`config.mk`:
```
export PLATFORM = sky130hd
export DESIGN_NAME = grf_wb_flat
export DESIGN_NICKNAME = d
export VERILOG_FILES = /design/src/rtl/grf_wb_if.sv /design/src/rtl/grf_wb.sv /design/src/flat_wrapper.sv
export SDC_FILE = /design/constraint.sdc
export NUM_CORES = 2
export LEC_CHECK = 0
export CAP_MARGIN = 10
export CORE_UTILIZATION = 58
export CTS_CLUSTER_SIZE = 25
export DETAILED_ROUTE_END_ITERATION = 6
export MAX_ROUTING_LAYER = met4
export PLACE_DENSITY = 0.89
export SYNTH_ARGS = -nofsm -noshare
export SYNTH_HDL_FRONTEND = slang
export SYNTH_SLANG_ARGS = --single-unit
```
`constraint.sdc`:
```
create_clock -name clk -period 3.7 [get_ports clk]
set_input_delay 0.74 -clock clk [delete_from_list [all_inputs] [get_ports clk]]
set_output_delay 0.74 -clock clk [all_outputs]
set_load 0.02 [all_outputs]
```
`src/rtl/grf_wb_if.sv`:
```
// W-stage write-back bus and D-stage read ports of the general register file.
// The pipeline (master) drives the W-stage fields and read addresses; the GRF (slave) returns read data and WD_W.
interface grf_wb_if;
   logic [31:0] ALUOut_W;
   logic [31:0] DMOut_W;
   logic [31:0] PC_W;
   logic [31:0] instr_W;
   logic [4:0]  WriteReg_W;
   logic        RegWrite_W;
   logic [1:0]  WDSrc_W;
   logic [1:0]  Tnew_W;
   logic [4:0]  A1_D;
   logic [4:0]  A2_D;
   logic [31:0] RD1_D;
   logic [31:0] RD2_D;
   logic [31:0] WD_W;

   // Plain per-cycle bus with no valid/ready handshake: the GRF samples
   // every rising edge, and a bubble is signalled as instr_W=0, RegWrite_W=0.
   modport master (
      output ALUOut_W, DMOut_W, PC_W, instr_W, WriteReg_W, RegWrite_W,
             WDSrc_W, Tnew_W, A1_D, A2_D,
      input  RD1_D, RD2_D, WD_W
   );

   modport slave (
      input  ALUOut_W, DMOut_W, PC_W, instr_W, WriteReg_W, RegWrite_W,
             WDSrc_W, Tnew_W, A1_D, A2_D,
      output RD1_D, RD2_D, WD_W
   );
endinterface

```
`src/rtl/grf_wb.sv`:
```
// Write-back stage: commits W-stage results to the 32x32 GRF, serves two bypassed
// read ports, and keeps a retire counter, last-commit trace and sticky protocol-error flag.
module grf_wb #(
   parameter logic [31:0] PC_LINK_OFFSET = 32'd8,
   parameter int          RETIRE_W       = 32
) (
   input  logic                clk,
   input  logic                reset,
   grf_wb_if.slave             bus,
   output logic [RETIRE_W-1:0] retire_cnt,
   output logic [31:0]         last_wr_pc,
   output logic [4:0]          last_wr_reg,
   output logic [31:0]         last_wr_data,
   output logic                proto_err
);

   logic [31:0] grf [32];
   logic [31:0] wd;
   logic        wb_ok;
   logic        we;
   logic        err_now;
   logic        retire;

   always_comb begin
      wd = 32'd0;
      unique case (bus.WDSrc_W)
         2'b00:   wd = bus.ALUOut_W;
         2'b01:   wd = bus.DMOut_W;
         2'b10:   wd = bus.PC_W + PC_LINK_OFFSET;
         default: wd = 32'd0;
      endcase
   end

   assign bus.WD_W = wd;

   // wb_ok is the write intent ignoring the destination; both commit and bypass use it.
   assign wb_ok   = bus.RegWrite_W && (bus.WDSrc_W != 2'b11) && (bus.Tnew_W == 2'd0);
   assign we      = wb_ok && (bus.WriteReg_W != 5'd0);
   assign err_now = (bus.RegWrite_W && (bus.WDSrc_W == 2'b11)) ||
                    ((bus.instr_W != 32'd0) && (bus.Tnew_W != 2'd0));
   assign retire  = (bus.instr_W != 32'd0);

   // Bypass is gated by reset so reads show 0 while the file is being held clear.
   always_comb begin
      bus.RD1_D = grf[bus.A1_D];
      if (bus.A1_D == 5'd0 || !reset)
         bus.RD1_D = 32'd0;
      else if (wb_ok && bus.A1_D == bus.WriteReg_W)
         bus.RD1_D = wd;
   end

   always_comb begin
      bus.RD2_D = grf[bus.A2_D];
      if (bus.A2_D == 5'd0 || !reset)
         bus.RD2_D = 32'd0;
      else if (wb_ok && bus.A2_D == bus.WriteReg_W)
         bus.RD2_D = wd;
   end

   always_ff @(posedge clk or negedge reset) begin
      if (!reset) begin
         for (int i = 0; i < 32; i++) grf[i] <= 32'd0;
      end else if (we) begin
         grf[bus.WriteReg_W] <= wd;
      end
   end

   always_ff @(posedge clk or negedge reset) begin
      if (!reset) begin
         last_wr_pc   <= 32'd0;
         last_wr_reg  <= 5'd0;
         last_wr_data <= 32'd0;
      end else if (we) begin
         last_wr_pc   <= bus.PC_W;
         last_wr_reg  <= bus.WriteReg_W;
         last_wr_data <= wd;
      end
   end

   always_ff @(posedge clk or negedge reset) begin
      if (!reset) begin
         retire_cnt <= '0;
         proto_err  <= 1'b0;
      end else begin
         if (retire) retire_cnt <= retire_cnt + {{(RETIRE_W-1){1'b0}}, 1'b1};
         if (err_now) proto_err <= 1'b1;
      end
   end

endmodule

```
`src/flat_wrapper.sv`:
```
// flat-port wrapper written by rule: the top's interface ports become plain ports
module grf_wb_flat 
#(
   parameter logic [31:0] PC_LINK_OFFSET = 32'd8,
   parameter int          RETIRE_W       = 32
)
  (clk, reset, retire_cnt, last_wr_pc, last_wr_reg, last_wr_data, proto_err, bus_ALUOut_W, bus_DMOut_W, bus_PC_W, bus_instr_W, bus_WriteReg_W, bus_RegWrite_W, bus_WDSrc_W, bus_Tnew_W, bus_A1_D, bus_A2_D, bus_RD1_D, bus_RD2_D, bus_WD_W);
  grf_wb_if bus_i ();
  input  logic clk;
  input  logic reset;
  output logic [RETIRE_W-1:0] retire_cnt;
  output logic [31:0] last_wr_pc;
  output logic [4:0] last_wr_reg;
  output logic [31:0] last_wr_data;
  output logic proto_err;
  input wire logic [$bits(bus_i.ALUOut_W)-1:0] bus_ALUOut_W;
  input wire logic [$bits(bus_i.DMOut_W)-1:0] bus_DMOut_W;
  input wire logic [$bits(bus_i.PC_W)-1:0] bus_PC_W;
  input wire logic [$bits(bus_i.instr_W)-1:0] bus_instr_W;
  input wire logic [$bits(bus_i.WriteReg_W)-1:0] bus_WriteReg_W;
  input wire logic [$bits(bus_i.RegWrite_W)-1:0] bus_RegWrite_W;
  input wire logic [$bits(bus_i.WDSrc_W)-1:0] bus_WDSrc_W;
  input wire logic [$bits(bus_i.Tnew_W)-1:0] bus_Tnew_W;
  input wire logic [$bits(bus_i.A1_D)-1:0] bus_A1_D;
  input wire logic [$bits(bus_i.A2_D)-1:0] bus_A2_D;
  output wire logic [$bits(bus_i.RD1_D)-1:0] bus_RD1_D;
  output wire logic [$bits(bus_i.RD2_D)-1:0] bus_RD2_D;
  output wire logic [$bits(bus_i.WD_W)-1:0] bus_WD_W;
  assign bus_i.ALUOut_W = bus_ALUOut_W;
  assign bus_i.DMOut_W = bus_DMOut_W;
  assign bus_i.PC_W = bus_PC_W;
  assign bus_i.instr_W = bus_instr_W;
  assign bus_i.WriteReg_W = bus_WriteReg_W;
  assign bus_i.RegWrite_W = bus_RegWrite_W;
  assign bus_i.WDSrc_W = bus_WDSrc_W;
  assign bus_i.Tnew_W = bus_Tnew_W;
  assign bus_i.A1_D = bus_A1_D;
  assign bus_i.A2_D = bus_A2_D;
  assign bus_RD1_D = bus_i.RD1_D;
  assign bus_RD2_D = bus_i.RD2_D;
  assign bus_WD_W = bus_i.WD_W;
  grf_wb #(.PC_LINK_OFFSET(PC_LINK_OFFSET), .RETIRE_W(RETIRE_W)) u_core (.clk(clk), .reset(reset), .bus(bus_i), .retire_cnt(retire_cnt), .last_wr_pc(last_wr_pc), .last_wr_reg(last_wr_reg), .last_wr_data(last_wr_data), .proto_err(proto_err));
endmodule
```
==> results.cfg, run 1 <==
[floorplanning]
pin_count = 348
rows = 116
die_w_um = 320
start_util_pct = 58.6
die_h_um = 320

[synth]
ys_types = 65
synthArstFlopShare_pct = 100
synth_cells = 5461
yosys_most_used_dff = dfrtp_1
ys_ff_latch = 1126
syn-num-nets = 5613
yosysSeqAreaShare_pct = 47.9
syn_avg_cell_area_um2 = 10.8
syn_area_um2 = 58800
synth_edf_count = 0
ys_warn_count = 0

[outcome]
error_line = [ERROR GRT-0232] Routing congestion too high. Check the congestion heatmap in the GUI.
haltStage = global routing
status = aborted with a tool error

[global_route]
grt_max_degree = 182
grt_overflow = 222
grt_usage_pct = 73.3

[clock_network]
tritoncts.num_buffers = 113
ctsLongestPathBuffers = 3
cts.sinks = 1126
htree_num_levels = 3
root_buffer = clkbuf_16
holdBufCountCts = 0

[place]
hpwl_um = 152000
place_ws_ns = -1.24
io_buffers = 347
place_congestion = 1.00

[sta]
worstEpCategory = output port
crit_endpoint = bus_RD1_D[5]
==> logic make-up after synthesis <==
logic type / after synthesis / synth area share, %
AOI/OAI and AO/OA: 1530 / 15.6
and+or+nand+nor: 1363 / 9.54
DFF: 1126 / 47.9
muxes: 766 / 21.7
buffers and inverters: 612 / 4.28
xor gates and xnor gates: 62 / 0.924
adders and majority gates: 2 / 0.0426
==> Yosys cell counts (4+ instances only) <==
| master | instances | area (um2) |
|---|---|---|
| nand2_1 | 90 | 338 |
| a211oi_1 | 106 | 796 |
| o22a_1 | 6 | 52.6 |
| xor2_1 | 15 | 131 |
| o211a_1 | 19 | 190 |
| or4_1 | 4 | 30.0 |
| nor2_2 | 8 | 50.1 |
| o311ai_0 | 5 | 43.8 |
| nor3_1 | 25 | 125 |
| and3_1 | 13 | 81.3 |
| a31oi_1 | 4 | 25.0 |
| nor2_1 | 1066 | 4000 |
| nand4_1 | 37 | 231 |
| xnor2_1 | 47 | 412 |
| mux4_2 | 399 | 8990 |
| inv_1 | 39 | 146 |
| nand2b_1 | 11 | 68.8 |
| a32oi_1 | 6 | 52.6 |
| a21oi_4 | 20 | 325 |
| a22o_1 | 31 | 272 |
| buf_1 | 28 | 105 |
| nand3_1 | 32 | 160 |
| a41o_1 | 5 | 50.1 |
| nor4_1 | 11 | 68.8 |
| a21oi_2 | 8 | 70.1 |
| o32ai_1 | 18 | 158 |
| o22ai_1 | 7 | 43.8 |
| and4_1 | 5 | 43.8 |
| mux2_2 | 70 | 788 |
| nand4b_1 | 4 | 35.0 |
| dfrtp_1 | 1126 | 28200 |
| a21oi_1 | 1020 | 5100 |
| mux2i_1 | 297 | 2970 |
| clkbuf_1 | 410 | 1540 |
| o21ai_0 | 90 | 450 |
| and2_1 | 13 | 81.3 |
| o221ai_1 | 19 | 166 |
| a221oi_1 | 65 | 569 |
| nor2b_1 | 34 | 213 |
| buf_2 | 127 | 636 |
| o211ai_1 | 22 | 165 |
| a22oi_1 | 63 | 473 |
==> metal layers <==
metal  overflow  track usage, %
met1         12            71.6
met2        105            84.4
met3         12            64.6
met4         93            68.0
met5          -               -
==> stage by stage <==
step,cells,cell area (um2)
floorplan,5461,58800
global placement,7263,68900
detailed placement,7263,68900
CTS,7546,74600
==> what timing repair did <==
action	4_1_cts
setup endpoints to repair	91
endpoints found under the hold margin	0
resized for setup	509
gates cloned	5
setup buffers	67
pin swaps	52
==> run 2: changes to the inputs <==
--- a/config.mk
+++ b/config.mk
@@ -6,11 +6,9 @@
 export NUM_CORES = 2
 export LEC_CHECK = 0
 export CAP_MARGIN = 10
-export CORE_UTILIZATION = 58
-export CTS_CLUSTER_SIZE = 25
+export CORE_UTILIZATION = 40
 export DETAILED_ROUTE_END_ITERATION = 6
-export MAX_ROUTING_LAYER = met4
-export PLACE_DENSITY = 0.89
+export PLACE_DENSITY_LB_ADDON = 0.15
 export SYNTH_ARGS = -nofsm -noshare
 export SYNTH_HDL_FRONTEND = slang
 export SYNTH_SLANG_ARGS = --single-unit
==> run 2 against run 1 <==
  * Synthesized cell count is the same
  * Area after synthesis is the same
  * The flow now finishes, with violations (negative setup slack)
==> results.cfg, run 2 <==
[critical_path]
critPathCaptureType = output port
cp_max_fo = 15
crit_top_cell = buf_12
critPathLaunch = bus_A1_D[1]
reg2regPathDepth = 6
critPathLaunchType = primary input
crit_buf_inv = 6
path_cells = buf_12, buf_12, buf_12, buf_4, mux4_2, a22o_1, a211oi_4, o32ai_1, buf_4, buf_2
slowest_stage = a211oi_4
cp.depth = 10
rr_startpoint = u_core.retire_cnt[2]
critical_path_class = in -> out
slowest_delay_ns = 0.44
cp_top_family = buffers and inverters
crit_arrival_ns = 2.98
worstPathRequired_ns = 2.96

[synth]
ys_ff_latch = 1126
synth_commonest_cells = dfrtp_1 (1126), nor2_1 (1066), a21oi_1 (1020)
ys_warn_count = 0
synth_edf_count = 0
synth.top_cell.area_share_pct = 47.9
synth_top_family_by_area = multiplexers
synth_fa_ha_area_share_pct = 0.0426
syn-num-nets = 5613
synth.area.mux_share_pct = 21.7
syn_area_um2 = 58800
synth.most_common_cell = dfrtp_1
yosysTopAreaCell = dfrtp_1
syn_avg_cell_area_um2 = 10.8
synth-simple-area-share_pct = 9.54
synthTopCellsByArea = dfrtp_1 (48%), mux4_2 (15%), a21oi_1 (8.7%), nor2_1 (6.8%), mux2i_1 (5.1%)
synth_cells = 5461
yosys_most_used_dff = dfrtp_1
yosysSeqAreaShare_pct = 47.9
synth_compound_area_share_pct = 15.6
ys_types = 65
synth_xor_area_share_pct = 0.924
synthArstFlopShare_pct = 100

[detailed_routing]
drt-total-wl_um = 233000
antenna_left = 0
drc = 0
dr.first_iter.drc_count = 4667
drtPass1Iterations = 6
vias_per_cell = 5.95
vias = 49100
wl_per_cell_um = 28.2

[place]
hpwl_um = 163000
place_congestion = 0.919
place_ws_ns = -1.39
io_buffers = 347
dp.cells = 7957

[cells_and_area]
finalNonFillerCells = 8246
most-common-layout-cells = dfrtp_1 (1126), nor2_1 (1036), a21oi_1 (995)
fin_util_pct = 52.7
regArea_um2 = 28200
area_growth_pct = 30.7
layout-drive-gt1-share_pct = 29.2
regMostFlops = u_core.grf
largest_reg_flops = 1024
fill_cells = 12800
layout.nets = 6379
final_common_cell = dfrtp_1
multi_input_area_um2 = 29300

[power]
sequentialPowerShare_pct = 40.8
power_density_nw_per_um2 = 471
p_switching_mw = 10.4
total_power_mw = 36.2
internal_power_mw = 25.8
swShare_pct = 28.6
p_leak_nw = 34.1
p_comb_share_pct = 20.3
power_frac_clock_pct = 38.9
vdd_drop_max_mv = 0.317

[floorplanning]
core_um2 = 146000
start_util_pct = 40.3
dieArea_um2 = 148000
rows = 140
die_h_um = 385
die_w_um = 385
pin_count = 348

[global_route]
gr-usage-met1_pct = 44.4
grt_pass1_vias = 48700
grt_overflow = 0
busiest_layer = met2
global_route.usage.met3_pct = 7.44
grt_usage_pct = 31.5
antenna_found_initial = 10
grt_pass1_wl_um = 341000
grt_util_met2_pct = 47.8
grt_max_degree = 173

[clock_network]
insertion_delay_ns = 0.77
cts_tree = yes
root_buffer = clkbuf_16
clk_pin_slew_ns = 0.05
htree_num_levels = 4
tritoncts.num_buffers = 134
cts.sinks = 1126
ctsLongestPathBuffers = 3

[sta]
max_freq_mhz = 269
tightestPinTransition_ns = 1.03
rsz0062_at_grt = true
drv_slew = 0
finClkSkew_ns = 0.00260
hold_viol = 0
slew_headroom_pct = 31.3
fin_ws_ns = -0.0219
finalCritPeriodShare_pct = 101
finalSetupViolations = 2
finalCriticalPeriod_ns = 3.72

[outcome]
failed_checks = negative setup slack
status = finished with violations

[min_path]
hold_path.class = in -> async

[job]
maxCapViolations = 0
[run 2: cell counts after synthesis]
No cell type changed its count.
[run 2: area by class of cell]
class / count / area share [%]
clock buffers: 197 / 5.42
diodes: 2 / 0.00652
well taps: 1917 / 3.12
flip-flops and latches: 1126 / 36.7
multi-input cells: 3723 / 38.2
clock inverters: 39 / 0.652
repair buffers: 1202 / 15.7
inverters: 40 / 0.204
[run 2: logic make-up (layout without fill, tap and decap cells)]
family          Yosys count  after routing
compound gates         1530           1530
xor+xnor                 62             62
fa+ha+maj                 2              2
buf+inv                 612           1478
flops                  1126           1126
mux                     766            766
other cells               0              2
simple gates           1363           1363
[run 2: through the flow]
stage          hold slack (ns)  area (um2)  setup TNS [ns]
2_1_floorplan            0.441       58800               0
3_3_place_gp             0.379       70800          -58.83
3_5_place_dp             0.387       70800          -56.12
4_1_cts                0.00123       76500          -0.277
5_1_grt                 0.0456       76800          -0.321
6_report                0.0261       76800         -0.0319
[run 2: path summary, 6_finish.rpt]
check                                              to  slack, ns
min in group clk                 u_core.last_wr_pc[3]       0.33
worst min-delay path                  u_core.grf[834]       0.03
worst max register to register  u_core.retire_cnt[24]       1.16
max in group asynchronous             u_core.grf[112]       1.33
worst max-delay path                    bus_RD1_D[19]      -0.02
worst min register to register       u_core.grf[1003]       0.40
[run 2: repair_timing]
item / in CTS / in global routing
pin swaps: 50 / 25
hold endpoints to repair: 1 / 0
setup endpoints to repair: 89 / 69
resized for setup: 475 / 93
cloned: 4 / 1
hold buffers: 1 / 0
setup buffers: 46 / 12
[run 2: power groups by stage]
| stage | combinational, mW | sequential (mW) | clock [mW] |
|---|---|---|---|
| finish | 7.34 | 14.8 | 14.1 |
| global route | 7.87 | 14.9 | 14.7 |
| CTS | 7.26 | 14.7 | 14.3 |
| detailed placement | 7.08 | 14.9 | 0 |
| global placement | 7.00 | 14.8 | 0 |
| floorplan | 3.78 | 14.8 | 0 |
[run 2: layer usage]
metal / vias up / routed length (um)
met1: 25100 / 99000
met3: 408 / 21400
met4: 4 / 7910
li1: 21500 / -
met5: - / 26
met2: 2125 / 105000
Power figures use the tool's default switching activity.
